==> src/rtl/rng_health_monitor_pkg.sv <==
// Shared types and constants for the rng health tests: FSM states, fail_code
// bit positions and the default cutoffs used across the rng_testing builds.
package rng_health_monitor_pkg;

   typedef enum logic [1:0] {
      ST_IDLE = 2'd0,
      ST_RUN  = 2'd1,
      ST_FAIL = 2'd2
   } state_t;

   localparam int FC_RCT = 0;
   localparam int FC_APT = 1;

   localparam int DEF_RCT_CUTOFF    = 32;
   localparam int DEF_APT_WINDOW    = 1024;
   localparam int DEF_APT_CUTOFF    = 840;
   localparam int DEF_LED_DIV_WIDTH = 22;

   function automatic bit is_pow2(int value);
      return (value > 0) && ((value & (value - 1)) == 0);
   endfunction

endpackage

==> src/rtl/rng_health_monitor_if.sv <==
// Sample stream into the health monitor and its status/LED outputs.
interface rng_health_monitor_if;
   import rng_health_monitor_pkg::*;

   // bit_valid qualifies bit_in; there is no ready, every cycle with
   // bit_valid=1 is consumed as exactly one sample and bit_in is ignored otherwise.
   logic       bit_in;
   logic       bit_valid;
   logic       fail;
   logic [1:0] fail_code;
   logic       window_done;
   logic [3:0] gleds;
   logic       rled;
   state_t     state;

   modport master (
      output bit_in, bit_valid,
      input  fail, fail_code, window_done, gleds, rled, state
   );

   modport slave (
      input  bit_in, bit_valid,
      output fail, fail_code, window_done, gleds, rled, state
   );

endinterface

==> src/rtl/rng_health_monitor_led_heartbeat.sv <==
// Free-running divider; toggle flips each time the divider wraps to zero.
module rng_health_monitor_led_heartbeat #(
   parameter int DIV_WIDTH = 22
) (
   input  logic clk,
   input  logic rst,
   output logic toggle
);

   logic [DIV_WIDTH-1:0] div;

   always_ff @(posedge clk) begin
      if (rst) begin
         div    <= '0;
         toggle <= 1'b0;
      end else begin
         div <= div + DIV_WIDTH'(1);
         if (&div) toggle <= ~toggle;
      end
   end

endmodule

==> src/rtl/rng_health_monitor.sv <==
// Continuous repetition-count and adaptive-proportion health tests on an rng
// bit stream, with a sticky failure report and board LED drive.
module rng_health_monitor
   import rng_health_monitor_pkg::*;
#(
   parameter int RCT_CUTOFF    = DEF_RCT_CUTOFF,
   parameter int APT_WINDOW    = DEF_APT_WINDOW,
   parameter int APT_CUTOFF    = DEF_APT_CUTOFF,
   parameter int LED_DIV_WIDTH = DEF_LED_DIV_WIDTH
) (
   input logic                 clk,
   input logic                 rst,
   rng_health_monitor_if.slave bus
);

   localparam int RUN_W = $clog2(RCT_CUTOFF + 1);
   localparam int CNT_W = $clog2(APT_WINDOW + 1);
   localparam int LOG2W = $clog2(APT_WINDOW);

   localparam logic [RUN_W-1:0] RUN_ONE  = RUN_W'(1);
   localparam logic [RUN_W-1:0] RUN_MAX  = RUN_W'(RCT_CUTOFF);
   localparam logic [CNT_W-1:0] CNT_ONE  = CNT_W'(1);
   localparam logic [CNT_W-1:0] WIN_FULL = CNT_W'(APT_WINDOW);
   localparam logic [CNT_W-1:0] APT_LIM  = CNT_W'(APT_CUTOFF);

   if (RCT_CUTOFF < 2) begin : g_bad_rct
      $error("rng_health_monitor: RCT_CUTOFF must be >= 2");
   end
   if (APT_WINDOW < 16 || !is_pow2(APT_WINDOW)) begin : g_bad_win
      $error("rng_health_monitor: APT_WINDOW must be a power of two >= 16");
   end
   if (APT_CUTOFF < 1 || APT_CUTOFF > APT_WINDOW) begin : g_bad_apt
      $error("rng_health_monitor: APT_CUTOFF must be in 1..APT_WINDOW");
   end
   if (LED_DIV_WIDTH < 1) begin : g_bad_div
      $error("rng_health_monitor: LED_DIV_WIDTH must be >= 1");
   end

   state_t           state_q, state_d;
   logic             prev_q, prev_d;
   logic [RUN_W-1:0] run_q, run_d;
   logic             ref_q, ref_d;
   logic [CNT_W-1:0] ref_cnt_q, ref_cnt_d;
   logic [CNT_W-1:0] win_cnt_q, win_cnt_d;
   logic [CNT_W-1:0] ones_q, ones_d;
   logic [1:0]       code_q, code_d;
   logic             done_q, done_d;
   logic [3:0]       gleds_q, gleds_d;

   logic             rct_hit, apt_hit, new_win;
   logic [RUN_W-1:0] run_step;
   logic [CNT_W-1:0] win_step, ref_step, ones_step;
   logic             ref_bit_step;
   logic             hb_toggle;

   always_ff @(posedge clk) begin
      if (rst) begin
         state_q   <= ST_IDLE;
         prev_q    <= 1'b0;
         run_q     <= '0;
         ref_q     <= 1'b0;
         ref_cnt_q <= '0;
         win_cnt_q <= '0;
         ones_q    <= '0;
         code_q    <= 2'b00;
         done_q    <= 1'b0;
         gleds_q   <= 4'h0;
      end else begin
         state_q   <= state_d;
         prev_q    <= prev_d;
         run_q     <= run_d;
         ref_q     <= ref_d;
         ref_cnt_q <= ref_cnt_d;
         win_cnt_q <= win_cnt_d;
         ones_q    <= ones_d;
         code_q    <= code_d;
         done_q    <= done_d;
         gleds_q   <= gleds_d;
      end
   end

   always_comb begin
      state_d   = state_q;
      prev_d    = prev_q;
      run_d     = run_q;
      ref_d     = ref_q;
      ref_cnt_d = ref_cnt_q;
      win_cnt_d = win_cnt_q;
      ones_d    = ones_q;
      code_d    = code_q;
      done_d    = 1'b0;
      gleds_d   = gleds_q;
      rct_hit   = 1'b0;
      apt_hit   = 1'b0;

      if (bus.bit_in == prev_q) run_step = (run_q == RUN_MAX) ? run_q : run_q + RUN_ONE;
      else                      run_step = RUN_ONE;

      // A full window counter means this sample opens the next window as its reference.
      new_win      = (win_cnt_q == WIN_FULL);
      win_step     = new_win ? CNT_ONE : win_cnt_q + CNT_ONE;
      ref_bit_step = new_win ? bus.bit_in : ref_q;
      ones_step    = new_win ? CNT_W'(bus.bit_in) : ones_q + CNT_W'(bus.bit_in);
      if (new_win)                    ref_step = CNT_ONE;
      else if (bus.bit_in == ref_q)   ref_step = ref_cnt_q + CNT_ONE;
      else                            ref_step = ref_cnt_q;

      case (state_q)
         ST_IDLE: begin
            if (bus.bit_valid) begin
               prev_d    = bus.bit_in;
               run_d     = RUN_ONE;
               ref_d     = bus.bit_in;
               ref_cnt_d = CNT_ONE;
               win_cnt_d = CNT_ONE;
               ones_d    = CNT_W'(bus.bit_in);
               state_d   = ST_RUN;
            end
         end
         ST_RUN: begin
            if (bus.bit_valid) begin
               prev_d    = bus.bit_in;
               run_d     = run_step;
               ref_d     = ref_bit_step;
               ref_cnt_d = ref_step;
               win_cnt_d = win_step;
               ones_d    = ones_step;
               rct_hit   = (run_step == RUN_MAX);
               apt_hit   = (ref_step == APT_LIM);
               if (rct_hit || apt_hit) begin
                  state_d        = ST_FAIL;
                  code_d[FC_RCT] = rct_hit;
                  code_d[FC_APT] = apt_hit;
               end else if (win_step == WIN_FULL) begin
                  done_d  = 1'b1;
                  gleds_d = (ones_step == WIN_FULL) ? 4'hF : ones_step[LOG2W-1 -: 4];
               end
            end
         end
         ST_FAIL: begin
         end
         default: state_d = ST_IDLE;
      endcase
   end

   rng_health_monitor_led_heartbeat #(
      .DIV_WIDTH(LED_DIV_WIDTH)
   ) u_heartbeat (
      .clk   (clk),
      .rst   (rst),
      .toggle(hb_toggle)
   );

   assign bus.fail        = |code_q;
   assign bus.fail_code   = code_q;
   assign bus.window_done = done_q;
   assign bus.gleds       = gleds_q;
   assign bus.rled        = (|code_q) ? 1'b1 : hb_toggle;
   assign bus.state       = state_q;

endmodule

==> src/flat_wrapper.sv <==
// flat-port wrapper written by rule: the top's interface ports become plain ports
module rng_health_monitor_flat import rng_health_monitor_pkg::*;
#(
   parameter int RCT_CUTOFF    = DEF_RCT_CUTOFF,
   parameter int APT_WINDOW    = DEF_APT_WINDOW,
   parameter int APT_CUTOFF    = DEF_APT_CUTOFF,
   parameter int LED_DIV_WIDTH = DEF_LED_DIV_WIDTH
)
  (clk, rst, bus_bit_in, bus_bit_valid, bus_fail, bus_fail_code, bus_window_done, bus_gleds, bus_rled, bus_state);
  rng_health_monitor_if bus_i ();
  input logic clk;
  input logic rst;
  input wire logic [$bits(bus_i.bit_in)-1:0] bus_bit_in;
  input wire logic [$bits(bus_i.bit_valid)-1:0] bus_bit_valid;
  output wire logic [$bits(bus_i.fail)-1:0] bus_fail;
  output wire logic [$bits(bus_i.fail_code)-1:0] bus_fail_code;
  output wire logic [$bits(bus_i.window_done)-1:0] bus_window_done;
  output wire logic [$bits(bus_i.gleds)-1:0] bus_gleds;
  output wire logic [$bits(bus_i.rled)-1:0] bus_rled;
  output wire logic [$bits(bus_i.state)-1:0] bus_state;
  assign bus_i.bit_in = bus_bit_in;
  assign bus_i.bit_valid = bus_bit_valid;
  assign bus_fail = bus_i.fail;
  assign bus_fail_code = bus_i.fail_code;
  assign bus_window_done = bus_i.window_done;
  assign bus_gleds = bus_i.gleds;
  assign bus_rled = bus_i.rled;
  assign bus_state = bus_i.state;
  rng_health_monitor #(.RCT_CUTOFF(RCT_CUTOFF), .APT_WINDOW(APT_WINDOW), .APT_CUTOFF(APT_CUTOFF), .LED_DIV_WIDTH(LED_DIV_WIDTH)) u_core (.clk(clk), .rst(rst), .bus(bus_i));
endmodule
==> config.mk <==
export PLATFORM = sky130hd
export DESIGN_NAME = rng_health_monitor_flat
export DESIGN_NICKNAME = d
export VERILOG_FILES = /design/src/rtl/rng_health_monitor_pkg.sv /design/src/rtl/rng_health_monitor_if.sv /design/src/rtl/rng_health_monitor_led_heartbeat.sv /design/src/rtl/rng_health_monitor.sv /design/src/flat_wrapper.sv
export SDC_FILE = /design/constraint.sdc
export NUM_CORES = 1
export LEC_CHECK = 0
export CORE_AREA = 3 3 146 91
export DETAILED_ROUTE_END_ITERATION = 12
export DIE_AREA = 0 0 149 94
export GPL_TIMING_DRIVEN = 0
export SLEW_MARGIN = 10
export SYNTH_ARGS = -nofsm -noshare
export SYNTH_HDL_FRONTEND = slang
export SYNTH_HIERARCHICAL = 1
export SYNTH_SLANG_ARGS = --single-unit
==> constraint.sdc <==
create_clock -name clk -period 4.89 [get_ports clk]
set_clock_uncertainty 0.15 [all_clocks]
set_input_delay 0.978 -clock clk [delete_from_list [all_inputs] [get_ports clk]]
set_output_delay 0.978 -clock clk [all_outputs]
set_load 0.005 [all_outputs]
==> Word-level counts from Yosys, hierarchy flattened <==
Cells that the tools add are included.
{ "word_totals": {"ff_bits": 73, "latch_bits": 0, "mem_bits_rw": 0, "rom_bits": 0, "in_bits": 4, "elab_cells": 77, "n_memories": 0} }
{ "op_classes": {"add_sub_neg": 5, "mul": 0, "div_mod_pow": 0, "n_lt_le_gt_ge": 0, "eq_ne": 14, "shift": 0, "mux": 28, "bitwise": 5, "reduce_logical": 13} }
{ "op_table": {"columns": ["cell", "n"], "rows": [
  ["2-to-1 mux 11 bit", 9],
  ["one-hot mux 11 bit (2 select lines)", 3],
  ["== test 11 bit, second input constant", 3],
  ["2-to-1 mux 6 bit", 4],
  ["adder 11 x 1 -> 11 bit, second input constant", 2],
  ["adder 22 x 1 -> 22 bit, second input constant", 1],
  ["AND reduction 22 bit", 1],
  ["== test 6 bit, second input constant", 2],
  ["one-hot mux 6 bit (2 select lines)", 1],
  ["AND reduction 4 bit", 3],
  ["adder 11 x 1 -> 11 bit", 1],
  ["== test 11 x 10 -> 1 bit, second input constant", 1],
  ["adder 6 x 1 -> 6 bit, second input constant", 1],
  ["2-to-1 mux 2 bit", 3],
  ["one-hot mux 2 bit (3 select lines)", 1],
  ["AND reduction 3 bit", 2],
  ["2-to-1 mux 1 bit", 5],
  ["inverter 1 bit", 5],
  ["2-to-1 mux 4 bit", 1],
  ["inequality test 2 x 1 -> 1 bit, second input constant", 2],
  ["inequality test 2 bit, second input constant", 2],
  ["OR reduction 2 bit", 2],
  ["OR reduction 4 bit", 1],
  ["== test 1 bit", 2],
  ["7 further kinds", 7]
]} }

==> Longest topological paths before layout <==
Gate-level depths: netlist of run 1.
{ "depth": {"depth_word": 8, "ltp_mapped": 9} }

==> Hierarchy <==
The synthesis of run 1 kept the hierarchy.
{ "modules_own_cells": {"columns": ["mod", "n_inst", "cells_each", "area_each_um2", "seq_area_each_um2"], "rows": [
  ["rng_health_monitor", 1, 422, 3219.3, 1001.0],
  ["rng_health_monitor_led_heartbeat", 1, 109, 994.7, 460.4]
]} }

==> Worst setup path before layout of run 1 <==
OpenSTA, ideal clock, no wires.
{ "synth_path": {"kind": "input to register", "start": "input port bus_bit_in", "end": "register u_core.gleds_q[3], in the netlist u_core/bus.gleds[3]", "setup_ps": 58, "arrival_ps": 2839, "path_slack_ps": 1843, "stages": 9, "n_path_buf": 1, "path_cell_list": "ha_1 ha_1 clkbuf_1 nand3_1 or4b_1 a2bb2oi_1 nand4bb_1 a21oi_1 mux2_2"} }
{ "synth_between": {"elab_chain_len": 7, "elab_cells_between_ends": 14, "cone_classes": "add/sub (1); eq/ne (5); mux (5); bitwise (1); reduce/logical (2)"} }
{ "synth_rtl": {"columns": ["item", "line", "source"], "rows": [
  ["start: declaration", "flat_wrapper.sv:13", "input wire logic [$bits(bus_i.bit_in)-1:0] bus_bit_in;"],
  ["branches (longest 7 deep; another with adder 11 x 1 -> 11 bit)", null, null],
  ["end signal: assignment", "rng_health_monitor.sv:78", "gleds_q <= gleds_d;"],
  ["end: declaration", "rng_health_monitor.sv:48", "logic [3:0] gleds_q, gleds_d;"]
]} }
Several ways; the timed one is not identified.
A chain may end at the register's enable or synchronous reset.

==> Worst setup path after layout of run 1 <==
Same ends and word-level chain as after synthesis.

==> metrics.md, run 1 <==
| Metric | Value |
|---|---|
| Fin area | `0.004873 sq mm` |
| Placed cell area | `0.004561 sq mm` |
| ANT cells | `0` |
| Largest net degree at the start of global routing | `15` |
| GR Layer Usage met1 | `26.29%` |
| Fin crit period | `3.649 ns` |
| DRT iter0 DRCs | `357` |
| Antenna Violating Nets Remaining | `0` |
| GPL Wtd Cong | `0.9169` |
| Register area share after synthesis | `34.68%` |
| Fraction of layout cells with a size suffix above 1 | `about 8.6%` |
| Unrepaired setup endpoints after global routing | `false` |
| Post-Layout Cell Count | `726` |
| Worst Setup SP | `bus_bit_in` |
| # placed instances | `710` |
| Reg2reg path depth | `7` |
| Mean Syn Cell Area | `~8 sq um` |
| WHS Path Cells | `1` |
| Final setup fails | `0` |
| Distinct cells, synth | `72` |
| Fmax | `274.1 MHz` |
| Initial Utilization | `35.05%` |
| Clock-pin slew on the worst setup and hold paths | `0.07 ns` |
| CP startpoint kind | `input port` |
| LEAKAGE | `1.624 nW` |
| Die Area | `0.01401 sq mm` |
| Final worst slack | `1.241 ns` |
| Register Area | `0.001461 sq mm` |
| Worst Hold Class | `flop to flop` |
| Vias in the first global route | `3803` |
| Yosys warns | `6` |
| Hold slack | `approximately 0.31 ns` |
| Max-cap violations | `0` |
| Post-synth top area share | `34.68%` |
| Final Net Count | `568` |
| Htree depth | `3` |
| WL/cell | `between 15 and 20 microns` |
| First-pass GRT wire length | `19460 microns` |
| Crit share post-route | `74.61%` |
| Fillers | `1242` |
| Register bit count reported by yosys | `73` |
| Multi-input logic area | `0.002510 sq mm` |
| Critical path class | `input port to flop` |
| Worst skew pair latency | `0.34 ns` |
| Hold Vio Cnt, Final | `0` |
| Area grow syn2layout | `15.65%` |
| CTS tree | `done` |
| Post-placement worst setup slack | `0.9706 ns` |
| Drt via density | `around 5.7` |
| Critical Path AT | `3.73 ns` |
| Slew Limit Headroom | `47.17%` |
| Status | `finished clean` |
| Number of synthesized flops with an enable pin | `0` |
| Area leader, netlist | `dfxtp_1` |
| Pwr/cell area | `285.7 mW/mm^2` |
| Global Route Usage Sum | `between 10% and 20%` |
| Drt first pass iters | `5` |
| Pins over their slew limit | `0` |
| Detailed Place HPWL | `8263 microns` |
| Initial antenna violation count | `0` |
| Grt ovf | `0` |
| Synth async-reset ratio | `0%` |
| Crit path required time | `slightly below 5 ns` |
| Worst Hold Launch | `u_core/u_heartbeat/div[0]` |
| # rows | `31` |
| Post-synthesis cell area | `0.004214 sq mm` |
| Die Ht | `94 microns` |
| Met3 global-route usage | `4.339%` |
| Clk sinks | `73` |
| Setup Buffers After CTS | `0` |
| Largest cells by area after synthesis | `dfxtp_1 35%, a21oi_1 6.3%, o21ai_0 5.1%, nor2_1 4.7%, nand2_1 4.0%` |
| Max clock buf depth | `2` |
| WL final | `11660 microns` |
| Mapped Nets | `543` |
| Core area | `between 0.01 and 0.015 sq mm` |
| Met2 usage | `24.03%` |
| Hold Buf Count CTS | `0` |
| Post-route setup TNS | `0 ns` |
| CTS buffer count | `9` |
| Num ports | `15` |
| Via count | `4102` |
| Clock root buffer | `clkbuf_16` |
| Residual DRC | `0` |
| Max VDD drop | `0.1485 mV` |
| Post-synthesis cell count | `531` |
| Worst R2R Start | `u_core/win_cnt_q[3]` |
| Crit. End Element | `flop` |
| PostCTS Resize Cnt | `0` |
| Gr busiest metal | `met1` |
| Primary FF master, synth | `dfxtp_1` |
| Die X | `around 150 microns` |
| Worst-margin pin slew | `0.7864 ns` |
| Worst Path Max Fanout | `8` |
| IO Port Bufs | `14` |
## placed cells by master (no fill, tap or decap), types with 12 or more instances in the layout
cell type / netlist / final
dfxtp_1: 73 / 73
o21ai_0: 43 / 43
a21oi_1: 53 / 53
inv_1: 12 / 12
xor2_1: 15 / 15
nor2_1: 53 / 53
clkdlybuf4s50_1: 0 / 14
clkbuf_1: 19 / 19
or3_1: 19 / 19
nand4_1: 14 / 14
nand2_1: 45 / 45
nand3_1: 30 / 30
## state kept, by name (all words and copies together) (netlist names)
| signal | count |
|---|---|
| u_core/bus.window_done | 1 |
| u_core/win_cnt_q | 11 |
| u_core/ref_q | 1 |
| u_core/bus.gleds | 4 |
| u_core/ref_cnt_q | 11 |
| u_core/u_heartbeat/toggle | 1 |
| u_core/u_heartbeat/div | 22 |
| u_core/bus.state | 2 |
| u_core/ones_q | 11 |
| u_core/bus.fail_code | 2 |
| u_core/run_q | 6 |
| u_core/prev_q | 1 |
## path summary, 6_finish.rpt
| kind | slack [ns] | end |
|---|---|---|
| setup / recovery | 1.24 | u_core/bus.gleds[3] |
| hold / removal | 0.31 | u_core/u_heartbeat/div[0] |
| setup reg to reg | 1.62 | u_core/bus.gleds[3] |
| hold reg to reg | 0.31 | u_core/u_heartbeat/div[0] |
## stage by stage
stage | util, % | power (W)
floorplan | - | 0.0006815
global placement | 37.93 | 0.0007126
detailed placement | 37.93 | 0.0007143
CTS | 40.53 | 0.001409
global route | 40.53 | 0.001448
finish | 40.53 | 0.001392
## worst max-delay path, stage by stage
cell and delay, ns:
clkdlybuf4s50_1 0.45, buf_6 0.16, xnor2_1 0.51, nand3_1 0.26
o32ai_1 0.33, nand4_1 0.24, o211ai_2 0.40, mux2_2 0.39
## logic make-up after synthesis
family          share of synthesized area, %
fa+ha+maj                              2.375
buf+inv                                5.760
flops                                  34.68
xor+xnor                               5.374
mux                                    2.049
simple gates                           30.05
compound gates                         19.72
## final cells by class
class,instances,area share [%]
buffer,34,4.056
clock buffer,10,4.904
clock inverter,6,1.515
inverter,12,0.9243
multi-input combinational,412,51.50
sequential,73,29.99
tap,165,4.236
timing repair buffer,14,2.875
## cell usage after synthesis, types with 2 or more instances
| cell | number |
|---|---|
| a311oi_1 | 3 |
| clkbuf_8 | 2 |
| a22oi_1 | 2 |
| a2bb2oi_1 | 2 |
| dfxtp_1 | 73 |
| mux2i_1 | 3 |
| nor3_1 | 8 |
| inv_1 | 12 |
| nand2b_1 | 4 |
| o31ai_1 | 4 |
| or4_1 | 3 |
| and3b_1 | 2 |
| mux2_2 | 5 |
| a31oi_1 | 7 |
| nand4b_1 | 4 |
| clkbuf_1 | 19 |
| ha_1 | 8 |
| a211oi_1 | 2 |
| nor4_1 | 9 |
| or4b_1 | 2 |
| nand3_1 | 30 |
| xnor2_1 | 9 |
| nand2_1 | 45 |
| xor2_1 | 15 |
| and2_1 | 4 |
| nor2_1 | 53 |
| and4_1 | 5 |
| nand3b_1 | 6 |
| a21oi_1 | 53 |
| buf_6 | 3 |
| a21boi_0 | 2 |
| or3_1 | 19 |
| and3_1 | 6 |
| buf_2 | 6 |
| o21ai_0 | 43 |
| nor2b_1 | 9 |
| nand4_1 | 14 |
## power by group
| part | internal, W | switching [W] | total [W] |
|---|---|---|---|
| registers | 0.000602 | 0.00000821 | 0.000610 |
| clock network | 0.000415 | 0.000273 | 0.000688 |
| logic | 0.0000287 | 0.0000653 | 0.0000939 |
| total | 0.00105 | 0.000347 | 0.00139 |
## layer usage
metal	part of all wire [%]	vias to the layer above	wire (microns)
met4	1.0	0	121
met5	0	-	0
met2	40	125	4608
met3	6.5	13	763
met1	53	1975	6170
li1	-	1989	-
(Power assumes the default switching activity.)
==> inputs of run 2 (changes only) <==
Clock period 4.89 ns to 3.1 ns, I/O delays scaled along.
==> run 2 against run 1 <==
Core utilization up 0.74 points. Worst setup slack lost 1.1 ns. Global-route usage about the same. Combinational power is 63% higher. Critical endpoint unchanged. Power rose by 58%. First-iteration DRC count increased by 3.6%. Critical path type unchanged. Sequential cell count unchanged. Hold slack barely moved. Register-to-register slack got worse by 1.4 ns. Wire length increased by 0.63%.
==> metrics.md, run 2 (synthesized netlist as in run 1, its figures left out) <==
| Metric | Value |
|---|---|
| Fin area | `0.004962 sq mm (+1.8%)` |
| Max clock buf depth | `2 (unchanged)` |
| Max VDD drop | `0.2349 mV (+58%)` |
| Initial antenna violation count | `0 (unchanged)` |
| First-pass GRT wire length | `19490 microns (+0.14%)` |
| Via count | `4104 (+0.049%)` |
| Antenna Violating Nets Remaining | `0 (unchanged)` |
| Crit share post-route | `96.64%` |
| Vias in the first global route | `3801 (-0.053%)` |
| Fin crit period | `2.996 ns` |
| Crit. End Element | `flop` |
| Die Ht | `94 microns (unchanged)` |
| GPL Wtd Cong | `0.9169 (unchanged)` |
| Worst R2R Start | `u_core/win_cnt_q[3]` |
| Num ports | `15 (unchanged)` |
| Clk sinks | `73 (unchanged)` |
| CP startpoint kind | `input port` |
| Worst Hold Class | `flop to flop` |
| Detailed Place HPWL | `8263 microns (unchanged)` |
| Fmax | `333.8 MHz` |
| Critical Path AT | `3.08 ns (-0.65 ns)` |
| Die Area | `0.01401 sq mm (unchanged)` |
| WL/cell | `16.17 microns (+0.63%)` |
| Max-cap violations | `0 (unchanged)` |
| LEAKAGE | `1.668 nW (+2.7%)` |
| Worst Hold Launch | `u_core/u_heartbeat/div[0]` |
| Die X | `149 microns (unchanged)` |
| CTS buffer count | `9 (unchanged)` |
| Grt ovf | `0 (unchanged)` |
| Clock root buffer | `clkbuf_16` |
| Worst Path Max Fanout | `7 (-1)` |
| Worst-margin pin slew | `0.7917 ns (+0.005290 ns)` |
| Reg2reg path depth | `8 (+1)` |
| Initial Utilization | `35.05% (unchanged)` |
| Slew Limit Headroom | `46.81% (-0.36 points)` |
| Register Area | `0.001461 sq mm (unchanged)` |
| WL final | `11740 microns (+0.63%)` |
| Critical path class | `input port to flop` |
| Drt via density | `5.653 (about the same)` |
| Worst Hold Endpoint | `u_core/u_heartbeat/div[0]` |
| Placed cell area | `0.004561 sq mm (unchanged)` |
| Residual DRC | `0 (unchanged)` |
| Htree depth | `3 (unchanged)` |
| Clock-pin slew on the worst setup and hold paths | `0.07 ns (about the same)` |
| Core area | `0.01202 sq mm (unchanged)` |
| Multi-input logic area | `0.002595 sq mm (+3.4%)` |
| Global Route Usage Sum | `17.41% (+0.031 points)` |
| PnR Total Power | `0.002204 W (+58%)` |
| Hold Vio Cnt, Final | `0 (unchanged)` |
| Crit path required time | `3.18 ns (-1.79 ns)` |
| Largest reg by FF count | `u_core/u_heartbeat/div` |
| IO Port Bufs | `14 (unchanged)` |
| # rows | `31 (unchanged)` |
| Drt first pass iters | `7 (+2)` |
| Area grow syn2layout | `17.76%` |
| Commonest non-fill, non-tap cell in the layout | `dfxtp_1` |
| Most frequent cells in the layout | `73 x dfxtp_1, 53 x a21oi_1, 53 x nor2_1` |
| Largest net degree at the start of global routing | `15 (unchanged)` |
| Pwr/cell area | `444.2 mW/mm^2 (+56%)` |
| Largest register FFs | `22 (unchanged)` |
| WHS Path Cells | `1 (unchanged)` |
| CTS tree | `done` |
| Final Net Count | `568 (unchanged)` |
| R2r endpoint | `u_core/bus.gleds[3]` |
| Flop-to-flop setup slack | `0.27 ns (-1.35 ns)` |
| Status | `finished clean` |
| ANT cells | `0 (unchanged)` |
| DRT iter0 DRCs | `370 (+3.6%)` |
| Fraction of layout cells with a size suffix above 1 | `10.16% (+1.6 points)` |
| Fillers | `1230 (-0.97%)` |
| Pins over their slew limit | `0 (unchanged)` |
| Worst skew pair latency | `0.34 ns (about the same)` |
| Final setup fails | `0 (unchanged)` |
[run 2: changes by cell type in the layout (fill, tap and decap cells not counted), sizes merged]
cell    change
clkbuf      -1
buf         +1
[run 2: metal layers]
metal  wire length, microns  global-route usage (%)  vias to the layer above
met3                    801                   4.339                       17
met4                    143                   4.874                        0
li1                       -                       -                     1992
met1                   6142                   26.38                     1968
met5                      0                       0                        -
met2                   4649                   24.03                      127
[run 2: what timing repair did]
action | 4_1_cts | 5_1_grt
pin swaps | 0 | 1
resized for setup | 4 | 8
setup endpoints to repair | 4 | 6
setup buffers | 0 | 1
cloned | 0 | 0
hold buffers | 0 | 0
[run 2: worst max-delay path by stage]
stage / slack, ns / cells past startpoint / startpoint / to
2_1_floorplan: 0.41 / 9 / bus_bit_in / u_core/bus.gleds[3]
3_5_place_dp: -0.46 / 10 / bus_bit_in / u_core/bus.gleds[3]
4_1_cts: 0.03 / 8 / bus_bit_in / u_core/bus.gleds[3]
3_3_place_gp: -0.49 / 10 / bus_bit_in / u_core/bus.gleds[3]
6_report: 0.10 / 8 / bus_bit_in / u_core/bus.gleds[3]
5_1_grt: -0.01 / 9 / bus_bit_in / u_core/bus.gleds[3]
[run 2: where the power goes]
group	switching [W]	leakage, nW	total [W]	internal (W)
clock	0.000433	0.154	0.00109	0.000655
combinational	0.000104	0.924	0.000153	0.0000488
sequential	0.0000141	0.590	0.000963	0.000949
total	0.000552	1.67	0.00220	0.00165
[run 2: layout make-up]
| cell class | instances | share of cell area (%) |
|---|---|---|
| timing repair buffer | 15 | 2.975 |
| buffer | 33 | 3.908 |
| inverter | 12 | 0.9077 |
| multi-input combinational | 412 | 52.29 |
| sequential | 73 | 29.45 |
| tap | 165 | 4.160 |
| clock buffer | 10 | 4.816 |
| clock inverter | 6 | 1.488 |
[run 2: stage by stage]
step	setup slack, ns	std cells	setup TNS (ns)	hold WS, ns	util (%)
finish	0.1043	726	0	0.3135	41.27
global route	-0.01480	726	-0.03399	0.3367	41.27
CTS	0.02785	725	0	0.3193	40.67
detailed placement	-0.4614	710	-2.847	0.3056	37.93
global placement	-0.4944	710	-2.508	0.2949	37.93
floorplan	0.4111	531	0	0.2759	-
[run 2: critical path, cell delays in order]
cell and delay [ns]:
clkdlybuf4s50_1 0.46, buf_6 0.18, xor2_4 0.22, nor2_4 0.15, or4b_1 0.43, o211a_1 0.31, o211ai_4 0.31, mux2_2 0.38
